===== config.mk =====
export PLATFORM = sky130hd
export DESIGN_NAME = hawk_tbl_wr_mngr_flat
export DESIGN_NICKNAME = d
export VERILOG_FILES = /design/src/rtl/hawk_tbl_wr_mngr_if.sv /design/src/rtl/hawk_tbl_wr_mngr.sv /design/src/flat_wrapper.sv
export SDC_FILE = /design/constraint.sdc
export NUM_CORES = 1
export LEC_CHECK = 0
export CAP_MARGIN = 40
export CORE_AREA = 5 5 513 515
export CTS_CLUSTER_SIZE = 20
export DETAILED_ROUTE_END_ITERATION = 10
export DIE_AREA = 0 0 518 520
export PLACE_DENSITY = 0.36
export SYNTH_ARGS = -nofsm -noshare
export SYNTH_HDL_FRONTEND = slang
export SYNTH_SLANG_ARGS = --single-unit

===== constraint.sdc =====
create_clock -name clk_i -period 6.75 [get_ports clk_i]
set_input_delay 2.025 -clock clk_i [delete_from_list [all_inputs] [get_ports clk_i]]
set_output_delay 2.025 -clock clk_i [all_outputs]
set_load 0.01 [all_outputs]

===== src/rtl/hawk_tbl_wr_mngr_if.sv =====
// Hawk table write manager port bundle:
// request/completion side plus single-beat AXI4 write channels.
interface hawk_tbl_wr_mngr_if #(
  parameter int ADDR_W   = 64,
  parameter int DATA_W   = 512,
  parameter int ID_W     = 4,
  parameter int REQ_ID_W = 11
);
  logic                  req_valid_i;
  logic                  req_ready_o;
  logic                  req_type_i;
  logic [REQ_ID_W-1:0]   req_id_i;
  logic [127:0]          req_entry_i;
  logic [DATA_W-1:0]     req_line_i;
  logic                  done_o;
  logic                  err_o;
  logic [ADDR_W-1:0]     m_awaddr_o;
  logic                  m_awvalid_o;
  logic                  m_awready_i;
  logic [ID_W-1:0]       m_awid_o;
  logic [7:0]            m_awlen_o;
  logic [2:0]            m_awsize_o;
  logic [1:0]            m_awburst_o;
  logic [DATA_W-1:0]     m_wdata_o;
  logic [DATA_W/8-1:0]   m_wstrb_o;
  logic                  m_wlast_o;
  logic                  m_wvalid_o;
  logic                  m_wready_i;
  logic                  m_bvalid_i;
  logic [1:0]            m_bresp_i;
  logic [ID_W-1:0]       m_bid_i;
  logic                  m_bready_o;

  modport master (
    input  req_valid_i, req_type_i, req_id_i,
    input  req_entry_i, req_line_i,
    output req_ready_o, done_o, err_o,
    output m_awaddr_o, m_awvalid_o, m_awid_o,
    output m_awlen_o, m_awsize_o, m_awburst_o,
    input  m_awready_i,
    output m_wdata_o, m_wstrb_o, m_wlast_o,
    output m_wvalid_o,
    input  m_wready_i,
    input  m_bvalid_i, m_bresp_i, m_bid_i,
    output m_bready_o
  );

  modport slave (
    output req_valid_i, req_type_i, req_id_i,
    output req_entry_i, req_line_i,
    input  req_ready_o, done_o, err_o,
    input  m_awaddr_o, m_awvalid_o, m_awid_o,
    input  m_awlen_o, m_awsize_o, m_awburst_o,
    output m_awready_i,
    input  m_wdata_o, m_wstrb_o, m_wlast_o,
    input  m_wvalid_o,
    output m_wready_i,
    output m_bvalid_i, m_bresp_i, m_bid_i,
    input  m_bready_o
  );
endinterface


===== src/rtl/hawk_tbl_wr_mngr.sv =====
// Hawk table write manager: merges one ATT/list entry into
// its cacheline and writes it back with one AXI4 beat.
module hawk_tbl_wr_mngr #(
  parameter int ADDR_W        = 64,
  parameter int DATA_W        = 512,
  parameter int ID_W          = 4,
  parameter logic [ID_W-1:0] AXI_ID = '0,
  parameter int ATT_ENTRY_MAX = 1024,
  parameter int LST_ENTRY_MAX = 256,
  parameter logic [ADDR_W-1:0] ATT_BASE = 'h1000_0000,
  parameter logic [ADDR_W-1:0] LST_BASE = 'h2000_0000
) (
  input logic clk_i,
  input logic rst_i,
  hawk_tbl_wr_mngr_if.master bus
);

  localparam int ATT_ID_W = $clog2(ATT_ENTRY_MAX + 1);
  localparam int LST_ID_W = $clog2(LST_ENTRY_MAX + 1);

  typedef enum logic [1:0] {
    IDLE, ADDR_DATA, RESP, DONE
  } state_e;

  state_e              state, state_n;
  logic                aw_pend, w_pend, err;
  logic [ADDR_W-1:0]   awaddr_q, addr_n;
  logic [DATA_W-1:0]   wdata_q, line_n;
  logic [ATT_ID_W-1:0] k_att;
  logic [LST_ID_W-1:0] k_lst;
  logic                accept, id_zero;
  logic                aw_ok, w_ok;
  logic                unused_bid;

  assign unused_bid = ^bus.m_bid_i;

  assign accept  = bus.req_valid_i && (state == IDLE);
  assign id_zero = (bus.req_id_i == '0);
  assign aw_ok   = !aw_pend || bus.m_awready_i;
  assign w_ok    = !w_pend || bus.m_wready_i;

  // Slot selection and line merge from the 0-based entry index
  always_comb begin
    k_att  = bus.req_id_i[ATT_ID_W-1:0] - ATT_ID_W'(1);
    k_lst  = bus.req_id_i[LST_ID_W-1:0] - LST_ID_W'(1);
    line_n = bus.req_line_i;
    addr_n = '0;
    if (bus.req_type_i) begin
      addr_n = LST_BASE + (ADDR_W'(k_lst >> 2) << 6);
      line_n[128*k_lst[1:0] +: 128] = bus.req_entry_i;
    end else begin
      addr_n = ATT_BASE + (ADDR_W'(k_att >> 3) << 6);
      line_n[64*k_att[2:0] +: 64] = bus.req_entry_i[63:0];
    end
  end

  // State register
  always_ff @(posedge clk_i) begin
    if (rst_i) state <= IDLE;
    else       state <= state_n;
  end

  // Next-state logic
  always_comb begin
    state_n = state;
    unique case (state)
      IDLE:      if (accept) state_n = id_zero ? DONE : ADDR_DATA;
      ADDR_DATA: if (aw_ok && w_ok) state_n = RESP;
      RESP:      if (bus.m_bvalid_i) state_n = DONE;
      DONE:      state_n = IDLE;
      default:   state_n = IDLE;
    endcase
  end

  // Request capture, per-channel pending flags and error status
  always_ff @(posedge clk_i) begin
    if (rst_i) begin
      aw_pend  <= 1'b0;
      w_pend   <= 1'b0;
      err      <= 1'b0;
      awaddr_q <= '0;
      wdata_q  <= '0;
    end else begin
      if (accept) begin
        awaddr_q <= addr_n;
        wdata_q  <= line_n;
        err      <= id_zero;
        aw_pend  <= !id_zero;
        w_pend   <= !id_zero;
      end
      if (state == ADDR_DATA) begin
        if (bus.m_awready_i) aw_pend <= 1'b0;
        if (bus.m_wready_i)  w_pend  <= 1'b0;
      end
      if (state == RESP && bus.m_bvalid_i)
        err <= (bus.m_bresp_i != 2'b00);
    end
  end

  assign bus.req_ready_o = (state == IDLE);
  assign bus.done_o      = (state == DONE);
  assign bus.err_o       = (state == DONE) && err;
  assign bus.m_awaddr_o  = awaddr_q;
  assign bus.m_awvalid_o = (state == ADDR_DATA) && aw_pend;
  assign bus.m_awid_o    = AXI_ID;
  assign bus.m_awlen_o   = 8'd0;
  assign bus.m_awsize_o  = 3'd6;
  assign bus.m_awburst_o = 2'b01;
  assign bus.m_wdata_o   = wdata_q;
  assign bus.m_wstrb_o   = '1;
  assign bus.m_wlast_o   = 1'b1;
  assign bus.m_wvalid_o  = (state == ADDR_DATA) && w_pend;
  assign bus.m_bready_o  = (state == RESP);

endmodule


===== src/flat_wrapper.sv =====
// flat-port wrapper written by rule: the top's interface ports become plain ports
module hawk_tbl_wr_mngr_flat 
#(
  parameter int ADDR_W        = 64,
  parameter int DATA_W        = 512,
  parameter int ID_W          = 4,
  parameter logic [ID_W-1:0] AXI_ID = '0,
  parameter int ATT_ENTRY_MAX = 1024,
  parameter int LST_ENTRY_MAX = 256,
  parameter logic [ADDR_W-1:0] ATT_BASE = 'h1000_0000,
  parameter logic [ADDR_W-1:0] LST_BASE = 'h2000_0000
)
  (clk_i, rst_i, bus_req_valid_i, bus_req_type_i, bus_req_id_i, bus_req_entry_i, bus_req_line_i, bus_req_ready_o, bus_done_o, bus_err_o, bus_m_awaddr_o, bus_m_awvalid_o, bus_m_awid_o, bus_m_awlen_o, bus_m_awsize_o, bus_m_awburst_o, bus_m_awready_i, bus_m_wdata_o, bus_m_wstrb_o, bus_m_wlast_o, bus_m_wvalid_o, bus_m_wready_i, bus_m_bvalid_i, bus_m_bresp_i, bus_m_bid_i, bus_m_bready_o);
  hawk_tbl_wr_mngr_if #(.ADDR_W(ADDR_W), .DATA_W(DATA_W), .ID_W(ID_W), .REQ_ID_W((11))) bus_i ();
  input logic clk_i;
  input logic rst_i;
  input wire logic [$bits(bus_i.req_valid_i)-1:0] bus_req_valid_i;
  input wire logic [$bits(bus_i.req_type_i)-1:0] bus_req_type_i;
  input wire logic [$bits(bus_i.req_id_i)-1:0] bus_req_id_i;
  input wire logic [$bits(bus_i.req_entry_i)-1:0] bus_req_entry_i;
  input wire logic [$bits(bus_i.req_line_i)-1:0] bus_req_line_i;
  output wire logic [$bits(bus_i.req_ready_o)-1:0] bus_req_ready_o;
  output wire logic [$bits(bus_i.done_o)-1:0] bus_done_o;
  output wire logic [$bits(bus_i.err_o)-1:0] bus_err_o;
  output wire logic [$bits(bus_i.m_awaddr_o)-1:0] bus_m_awaddr_o;
  output wire logic [$bits(bus_i.m_awvalid_o)-1:0] bus_m_awvalid_o;
  output wire logic [$bits(bus_i.m_awid_o)-1:0] bus_m_awid_o;
  output wire logic [$bits(bus_i.m_awlen_o)-1:0] bus_m_awlen_o;
  output wire logic [$bits(bus_i.m_awsize_o)-1:0] bus_m_awsize_o;
  output wire logic [$bits(bus_i.m_awburst_o)-1:0] bus_m_awburst_o;
  input wire logic [$bits(bus_i.m_awready_i)-1:0] bus_m_awready_i;
  output wire logic [$bits(bus_i.m_wdata_o)-1:0] bus_m_wdata_o;
  output wire logic [$bits(bus_i.m_wstrb_o)-1:0] bus_m_wstrb_o;
  output wire logic [$bits(bus_i.m_wlast_o)-1:0] bus_m_wlast_o;
  output wire logic [$bits(bus_i.m_wvalid_o)-1:0] bus_m_wvalid_o;
  input wire logic [$bits(bus_i.m_wready_i)-1:0] bus_m_wready_i;
  input wire logic [$bits(bus_i.m_bvalid_i)-1:0] bus_m_bvalid_i;
  input wire logic [$bits(bus_i.m_bresp_i)-1:0] bus_m_bresp_i;
  input wire logic [$bits(bus_i.m_bid_i)-1:0] bus_m_bid_i;
  output wire logic [$bits(bus_i.m_bready_o)-1:0] bus_m_bready_o;
  assign bus_i.req_valid_i = bus_req_valid_i;
  assign bus_i.req_type_i = bus_req_type_i;
  assign bus_i.req_id_i = bus_req_id_i;
  assign bus_i.req_entry_i = bus_req_entry_i;
  assign bus_i.req_line_i = bus_req_line_i;
  assign bus_req_ready_o = bus_i.req_ready_o;
  assign bus_done_o = bus_i.done_o;
  assign bus_err_o = bus_i.err_o;
  assign bus_m_awaddr_o = bus_i.m_awaddr_o;
  assign bus_m_awvalid_o = bus_i.m_awvalid_o;
  assign bus_m_awid_o = bus_i.m_awid_o;
  assign bus_m_awlen_o = bus_i.m_awlen_o;
  assign bus_m_awsize_o = bus_i.m_awsize_o;
  assign bus_m_awburst_o = bus_i.m_awburst_o;
  assign bus_i.m_awready_i = bus_m_awready_i;
  assign bus_m_wdata_o = bus_i.m_wdata_o;
  assign bus_m_wstrb_o = bus_i.m_wstrb_o;
  assign bus_m_wlast_o = bus_i.m_wlast_o;
  assign bus_m_wvalid_o = bus_i.m_wvalid_o;
  assign bus_i.m_wready_i = bus_m_wready_i;
  assign bus_i.m_bvalid_i = bus_m_bvalid_i;
  assign bus_i.m_bresp_i = bus_m_bresp_i;
  assign bus_i.m_bid_i = bus_m_bid_i;
  assign bus_m_bready_o = bus_i.m_bready_o;
  hawk_tbl_wr_mngr #(.ADDR_W(ADDR_W), .DATA_W(DATA_W), .ID_W(ID_W), .AXI_ID(AXI_ID), .ATT_ENTRY_MAX(ATT_ENTRY_MAX), .LST_ENTRY_MAX(LST_ENTRY_MAX), .ATT_BASE(ATT_BASE), .LST_BASE(LST_BASE)) u_core (.clk_i(clk_i), .rst_i(rst_i), .bus(bus_i));
endmodule

Word level (Yosys, flattened, before mapping):

Cells that the tools add are included.

* $add $sub $neg: 6
* reductions and logical operators: 16
* $mul: 0
* $lt $le $gt $ge: 0
* div/mod/pow operators: 0
* equal/unequal tests: 6
* shift operators: 4
* muxes and demuxes: 17
* bitwise logic cells: 0

Operators with widths (count)
* 512-bit bitwise mux: 2
* 512-bit 2-to-1 mux: 1
* 128-bit by 34-bit variable shift with 512-bit output, first input constant: 1
* 64-bit by 34-bit variable shift with 512-bit output, first input constant: 1
* 128-bit by 34-bit variable part select with 512-bit output: 1
* 64-bit by 34-bit variable part select with 512-bit output: 1
* 9-bit negation with 34-bit output: 2
* 30-bit by 13-bit adder with 31-bit output, first input constant: 1
* 31-bit 2-to-1 mux: 1
* 29-bit by 14-bit adder with 30-bit output, first input constant: 1
* 11-bit zero test: 1
* 11-bit by 1-bit subtractor with 11-bit output, second input constant: 1
* 9-bit by 1-bit subtractor with 9-bit output, second input constant: 1
* 1-bit 2-to-1 mux: 8
* 2-bit 2-to-1 mux: 4
* 2-bit one-hot mux with 4 select lines: 1
* 1-bit logical AND: 6
* 2-bit equality test, second input constant: 2
* 2-bit by 1-bit inequality test with 1-bit output, second input constant: 2
* 2-bit nonzero test: 2
* 1-bit zero test: 3
* 3-bit AND reduction: 1
* 2-bit by 1-bit equality test with 1-bit output, second input constant: 1
* 2-bit zero test: 1
* 2 further kinds: 3

* bits in writable memories: 0
* ROM bits: 0
* memories kept: 0
* output and inout bits: 664
* word-level logic and storage cells: 55
* bits in latches: 0
* bits of input ports: 664
* register bits: 581

Logic depth before layout (Yosys ltp):

Gate-level depths: netlist (run 1).

* word-level depth: 5
* gate-level depth with buffers: 15
* gate-level depth less buffers: 9

Worst setup path before layout (run 1):

OpenSTA, ideal clock, no wires.

* kind: input to register
* start point: input port bus_req_id_i[0]
* end point: register u_core.wdata_q[21], in the netlist u_core.bus.m_wdata_o[21]
* setup slack: 1.204 ns
* stages on the path: 13
* library setup time: 0.074 ns
* arrival time: 5.472 ns
* required time: 6.676 ns
* path buffers: 5
* path through: clkbuf_1 > buf_2 > buf_1 > inv_1 > ha_1 > xor2_2 > inv_2 > ha_1 > clkbuf_1 > nor4_2 > buf_2 > mux2_2 > a31oi_1

* cells in the longest elaborated chain, start to end: 5
* elaborated cells on any way between the ends: 11
* classes of those cells: add/sub: 4; shift: 4; mux: 3

RTL lines
* from (decl): line flat_wrapper.sv:19 `input wire logic [$bits(bus_i.req_id_i)-1:0] bus_req_id_i;`
* 9-bit by 1-bit subtractor with 9-bit output or 11-bit by 1-bit subtractor with 11-bit output (tied branches): line hawk_tbl_wr_mngr.sv:45, hawk_tbl_wr_mngr.sv:44
* 9-bit negation with 34-bit output, on equally long branches: line hawk_tbl_wr_mngr.sv:50, hawk_tbl_wr_mngr.sv:53
* 128-bit by 34-bit variable part select with 512-bit output (tied with other cells): line hawk_tbl_wr_mngr.sv:50 `line_n[128*k_lst[1:0] +: 128] = bus.req_entry_i;`
* 512-bit bitwise mux, on equally long branches: line hawk_tbl_wr_mngr.sv:50, hawk_tbl_wr_mngr.sv:53
* 512-bit 2-to-1 mux (*): line hawk_tbl_wr_mngr.sv:48 `if (bus.req_type_i) begin`
* to (signal assigned): line hawk_tbl_wr_mngr.sv:86 `wdata_q <= line_n;`
* to (decl): line hawk_tbl_wr_mngr.sv:28 `logic [DATA_W-1:0] wdata_q, line_n;`

Every way passes the cells marked *; elsewhere a longest branch is shown, timed or not.
A chain may end at the register's enable or synchronous reset.

Final worst setup path (run 1):

* start point: input port bus_req_id_i[1]
* end point: register u_core.wdata_q[158], in the netlist u_core.bus.m_wdata_o[158]

Same word-level chain as after synthesis.

==> metrics.txt, run 1 <==
run status=finished, final reports clean; starting DRC count in detailed routing=4161; cell family with most CP delay=buffers and inverters; sort of element at the start of the critical path=input pin; Synth async-reset ratio=0%; total chip power=14700 uW; share of total power in combinational logic=between 30% and 40%; via count of the first global-routing pass=38600; Chip Height=520 microns; total die area=269000 sq um; count of buffer and inverter cells on the critical path=5; flip-flop and latch count after synthesis=527; CTS tree=done; starting utilization of the core area=between 10% and 20%; commonest non-fill, non-tap cells in the layout=clkdlybuf4s50_1, dfxtp_1, nand2_1; fraction of the yosys area taken by sequential cells=32.4%; net switching power=5780 uW; number of clock sinks seen by CTS=roughly 530; Area growth, synth to finish=58.7%; switch share=39.4%; total leakage power=0.0176 uW; Arr. time, crit path=5.97 ns; type of the most critical hold path=reg2reg; stage delay of the slowest cell on the critical path=0.71 ns; sequential cell fraction of total power=28.2%; number of iterations in the first detailed-routing pass=8; most common cell after layout, fill and taps aside=clkdlybuf4s50_1; unrepaired setup endpoints after global routing=false; count of standard-cell rows=187; peak ir drop on the vdd network=0.000186 V; Final Setup Violations=0; vias per cell=4.74; Num CTS Buffers=83; number of max-capacitance violations reported=0; endpoint class of the critical path=flop; total I/O pin count=1328; antenna violations before repair=around 180; share of power burned in the clock network=between 30% and 40%; number of buffers inserted for hold repair after clock tree synthesis=0; distinct cell type count after synthesis=64; category of the critical setup timing path=in2reg; final core area utilization=20.0%; final-report max-slew violation count=0; overflow left after global routing=0; Final ANT Viol Nets=0; post-layout min period=5.33 ns; number of nets in the layout=5668; overall via count from detail_route=40300; Max transition margin=37.2%; global-route wire length before repair=392 mm; clock skew after layout=0.0359 ns; Total Negative Setup Slacks=0 ns; number of buffers on the longest clock path=3; Least-Margin Pin Slew=0.938 ns; wire length after detailed routing=slightly above 300 mm; post-CTS repair timing setup buffer count=0; source-to-sink clock delay at the later pin of the worst-skew pair=about 0.73 ns; post-layout instance area=~52000 sq um; maximum fanout encountered on the critical timing path=36; Area after DPL=48700 sq um; cell-internal power=8890 uW; chip width=518 microns; final hold violations=0; crit path cell chain=clkdlybuf4s50_1 > inv_1 > ha_1 > xor2_4 > inv_2 > ha_1 > inv_1 > a2111oi_0 > and2_4 > buf_12 > a221o_1; instance count of the mapped netlist=4003; fmax=188 MHz; count of flip-flops with a built-in enable after synthesis=0; layout cells sized above 1=8.60%; maximum number of pins on one net before global-route repair=130; pwr/cell area=approximately 280 nW/um^2; required time worst endpoint=~7.4 ns; number of gates given a new drive strength after cts=0; port bufs=1187; top_reg_cell synth=dfxtp_1; clock-pin slew on the worst setup and hold paths=0.05 ns; area of the core region=258000 sq um; RD Place Congestion=0.834; # fillers=28600; wire length per cell after detailed routing=around 35 microns; maximum level of the CTS H-tree=3; number of warnings reported in the yosys synthesis log=0; critical-path cell with the highest stage delay=clkdlybuf4s50_1; Final period util=79.0%; root buf cell=clkbuf_16; GRT Util Overall=21.1%; post-synthesis area per instance=8.13 sq um; placed wire-length estimate=232 mm; netlist area before placement=approximately 33000 sq um; number of design rule violations left after detail routing=0
==> power by group through the flow <==
stage          clock network [uW]  registers (uW)  logic [uW]
3_3_place_gp                    0            4180        5780
3_5_place_dp                    0            4190        5840
5_1_grt                      4970            4190        6110
6_report                     4720            4140        5810
4_1_cts                      4910            4130        5870
2_1_floorplan                   0            4330        2180
==> state kept, by name, summed over array words and instances, names as in the netlist <==
name and count:
u_core.bus.m_awaddr_o 10, u_core.aw_pend 1, u_core.bus.m_wdata_o 512, u_core.w_pend 1
u_core.err 1, u_core.state 2
==> tightest hold or removal path, cell delays in order, from the launching register on <==
cell and delay, ns:
dfxtp_1 0.32, nand2_1 0.05, o31ai_1 0.05
==> cells in the mapped netlist (4+ instances only) <==
| cell type | n | area share (%) |
|---|---|---|
| mux2_2 | 54 | 1.9 |
| inv_1 | 116 | 1.3 |
| and2_1 | 8 | 0.15 |
| a221oi_1 | 65 | 1.7 |
| a222oi_1 | 60 | 1.8 |
| mux2i_1 | 122 | 3.8 |
| o2bb2ai_1 | 123 | 3.3 |
| buf_2 | 15 | 0.23 |
| buf_6 | 6 | 0.21 |
| o221ai_1 | 136 | 3.7 |
| a311oi_1 | 10 | 0.27 |
| o22ai_1 | 230 | 4.4 |
| o31ai_1 | 66 | 1.5 |
| mux2_1 | 10 | 0.35 |
| nand2_1 | 507 | 5.8 |
| ha_1 | 11 | 0.42 |
| nor2_1 | 13 | 0.15 |
| a31oi_1 | 111 | 2.1 |
| o211ai_1 | 8 | 0.18 |
| nand3_1 | 271 | 4.2 |
| a31o_2 | 4 | 0.11 |
| buf_4 | 142 | 3.3 |
| a21oi_1 | 66 | 1.0 |
| a211oi_1 | 59 | 1.4 |
| nor2b_1 | 173 | 3.3 |
| nor3_1 | 6 | 0.092 |
| a22o_1 | 117 | 3.1 |
| and4b_1 | 4 | 0.12 |
| buf_1 | 24 | 0.28 |
| a221o_1 | 60 | 1.8 |
| o21ai_0 | 8 | 0.12 |
| a2bb2oi_1 | 36 | 0.97 |
| a21boi_0 | 67 | 1.5 |
| a22oi_1 | 283 | 6.5 |
| clkbuf_1 | 432 | 5.0 |
| dfxtp_1 | 527 | 32 |
==> layout make-up <==
type	count	area, sq um	share of cell area [%]
repair buffers	1390	14100	27.3
diodes	46	115	0.223
well taps	3402	4260	8.24
clock buffers	123	2440	4.72
inverters	119	462	0.894
clock inverters	26	370	0.717
multi-input cells	2872	19300	37.4
flip-flops and latches	527	10600	20.4
==> final timing paths <==
path,cells after the start,slack (ns),start,to
worst min register to register,2,0.46,u_core.bus.m_wdata_o[263],u_core.bus.m_wdata_o[263]
worst max register to register,8,3.60,u_core.state[0],u_core.bus.m_wdata_o[158]
worst min-delay path,2,0.46,u_core.bus.m_wdata_o[263],u_core.bus.m_wdata_o[263]
worst max-delay path,11,1.42,bus_req_id_i[1],u_core.bus.m_wdata_o[158]
==> logic make-up after synthesis <==
group | share of synthesized area [%]
DFF | 32.4
other | 0.0231
xor gates and xnor gates | 0.104
AOI/OAI and AO/OA | 36.2
and+or+nand+nor | 14.5
muxes | 5.96
adders and majority gates | 0.423
buffers and inverters | 10.3
==> metal layers <==
layer  vias to the layer above  global-route usage [%]  routed length [microns]
met3                       431                    8.55                    31600
met4                       122                    5.72                     8470
met2                      2184                    34.2                   137000
li1                      17200                       -                        -
met5                         -                       0                      797
met1                     20300                    26.0                   124000
==> through the flow <==
| stage | hold slack [ns] | instances | worst slack [ns] |
|---|---|---|---|
| 2_1_floorplan | 0.473 | 4137 | 1.20 |
| 3_3_place_gp | 0.437 | 8262 | 0.736 |
| 3_5_place_dp | 0.444 | 8310 | 0.751 |
| 4_1_cts | 0.459 | 8459 | 1.54 |
| 5_1_grt | 0.477 | 8470 | 1.36 |
| 6_report | 0.457 | 8505 | 1.42 |
(Power assumes the default switching activity.)
==> run 2, diff against run 1 <==
- clock period: 6.75 -> 5.1 ns (I/O delays scaled with it)
==> metrics.txt, run 2 (synthesis gave the netlist of run 1 again) <==
run status=finished, final reports clean (unchanged); number of design rule violations left after detail routing=0 (unchanged); required time worst endpoint=5.70 ns (was 7.39 ns); peak ir drop on the vdd network=0.000248 V (was 0.000186 V); via count of the first global-routing pass=38800 (was 38600); global-route wire length before repair=393 mm (was 392 mm); fmax=237 MHz; total I/O pin count=1328 (unchanged); Chip Height=520 microns (unchanged); CTS tree=done (unchanged); maximum level of the CTS H-tree=3 (unchanged); Global Route met2 Usage=34.1% (was 34.2%); maximum fanout encountered on the critical timing path=42 (was 36); Area growth, synth to finish=59.5% (was 58.7%); Least-Margin Pin Slew=1.20 ns (was 0.938 ns); crit path cell chain=clkdlybuf4s50_1 > inv_1 > ha_1 > xor2_4 > inv_2 > ha_1 > and4b_4 > buf_4 > a21boi_0 > a211oi_1 > o31ai_1 (was clkdlybuf4s50_1 > inv_1 > ha_1 > xor2_4 > inv_2 > ha_1 > inv_1 > a2111oi_0 > and2_4 > buf_12 > a221o_1); global routing met1 resource utilization=26.2% (was 26.0%); critical path's most frequent cell=ha_1; final hold violations=0 (unchanged); source-to-sink clock delay at the later pin of the worst-skew pair=0.74 ns (was 0.73 ns); layout cells sized above 1=8.61% (was 8.60%); overflow left after global routing=0 (unchanged); RD Place Congestion=0.862 (was 0.834); endpoint class of the critical path=flop (unchanged); type of the most critical hold path=reg2reg (unchanged); chip width=518 microns (unchanged); post-CTS repair timing setup buffer count=0 (unchanged); Final ANT Viol Nets=0 (unchanged); Total Negative Setup Slacks=0 ns (unchanged); critical-path cell with the highest stage delay=clkdlybuf4s50_1 (unchanged); maximum number of pins on one net before global-route repair=135 (was 130); pwr/cell area=376 nW/um^2 (was 284 nW/um^2); post-layout instance area=51900 sq um (was 51700 sq um); Arr. time, crit path=4.82 ns (was 5.97 ns); routing layer with the top usage in global route=met2 (unchanged); placed wire-length estimate=229 mm (was 232 mm); post-layout min period=4.23 ns; Num CTS Buffers=85 (was 83); number of gates given a new drive strength after cts=0 (unchanged); area of the core region=258000 sq um (unchanged); GRT Util Overall=21.1% (about the same); wire length after detailed routing=300 mm (was 302 mm); most common cell after layout, fill and taps aside=clkdlybuf4s50_1 (unchanged); number of nets in the layout=5675 (was 5668); starting DRC count in detailed routing=4201 (was 4161); count of standard-cell rows=187 (unchanged); clock skew after layout=0.0382 ns (was 0.0359 ns); flip-flop count of the largest register after layout=512 (unchanged); Final period util=82.9%; Final Setup Violations=0 (unchanged); unrepaired setup endpoints after global routing=false (unchanged); clock-pin slew on the worst setup and hold paths=0.05 ns (about the same); worst hold margin=0.452 ns (was 0.457 ns); number of max-capacitance violations reported=0 (unchanged); stage delay of the slowest cell on the critical path=0.48 ns (was 0.71 ns); wire length per cell after detailed routing=35.3 microns (was 35.5 microns); overall via count from detail_route=40300 (about the same); root buf cell=clkbuf_16 (unchanged); number of iterations in the first detailed-routing pass=10 (was 8); total leakage power=0.0177 uW (was 0.0176 uW); starting utilization of the core area=12.6% (unchanged); number of buffers on the longest clock path=3 (unchanged); Max transition margin=20.2% (was 37.2%); antenna violations before repair=177 (was 179); final-report max-slew violation count=0 (unchanged); total die area=269000 sq um (unchanged); number of buffers inserted for hold repair after clock tree synthesis=0 (unchanged); Area after DPL=49000 sq um (was 48700 sq um); port bufs=1187 (unchanged); M3 GR Usage=8.10% (was 8.55%); category of the critical setup timing path=in2reg (unchanged); sort of element at the start of the critical path=input pin (unchanged); vias per cell=4.74 (about the same); number of clock sinks seen by CTS=527 (unchanged); commonest non-fill, non-tap cells in the layout=clkdlybuf4s50_1, dfxtp_1, nand2_1 (unchanged)
run 2: cell count changes in the layout (fill, tap and decap cells not counted), sizes merged:
cell	before	now
clkbuf	123	126
clkinv	13	11
inv	124	122
buf	206	211
diode	46	41
bufinv	6	7
clkinvlp	2	3
run 2: final cells by class:
cell class	count	area, sq um
antenna	41	103
clock buffer	126	2460
clock inverter	24	394
fill	28600	206000
inverter	119	462
multi-input combinational	2872	19300
sequential	527	10600
tap	3402	4260
timing repair buffer	1395	14400
run 2: routing by layer:
metal / vias up / routed length, microns
met5: - / 751
met1: 20300 / 124000
met2: 2250 / 136000
met3: 410 / 31700
met4: 124 / 7730
li1: 17200 / -
run 2: where the power goes:
part	total (uW)	internal, uW	leakage, uW	switching (uW)
clock	6330	3700	0.00139	2630
combinational	7710	3260	0.0120	4450
sequential	5490	4920	0.00431	569
total	19500	11900	0.0177	7650
run 2: worst max-delay path: cells and delay by family:
kind | cells | cell delay (ns)
AOI/OAI and AO/OA | 3 | 0.58
xor gates and xnor gates | 1 | 0.21
adders and majority gates | 2 | 0.78
buffers and inverters | 4 | 1.28
and+or+nand+nor | 1 | 0.33
run 2: final timing paths:
kind,from,to,slack [ns],cells after the start
worst max-delay path,bus_req_id_i[1],u_core.bus.m_wdata_o[286],0.87,11
worst min-delay path,u_core.bus.m_awaddr_o[6],u_core.bus.m_awaddr_o[6],0.45,2
worst max register to register,u_core.state[0],u_core.bus.m_wdata_o[125],1.59,8
worst min register to register,u_core.bus.m_awaddr_o[6],u_core.bus.m_awaddr_o[6],0.45,2
run 2: per-stage QoR:
step           util, %  cells  setup WS [ns]  power [uW]
6_report          20.1   8506          0.873       19500
5_1_grt           20.1   8484          0.806       20400
4_1_cts           20.1   8464          0.908       19800
3_5_place_dp      19.0   8314          0.230       13300
3_3_place_gp      18.8   8285          0.205       13300
2_1_floorplan        -   4137         0.0487        8620
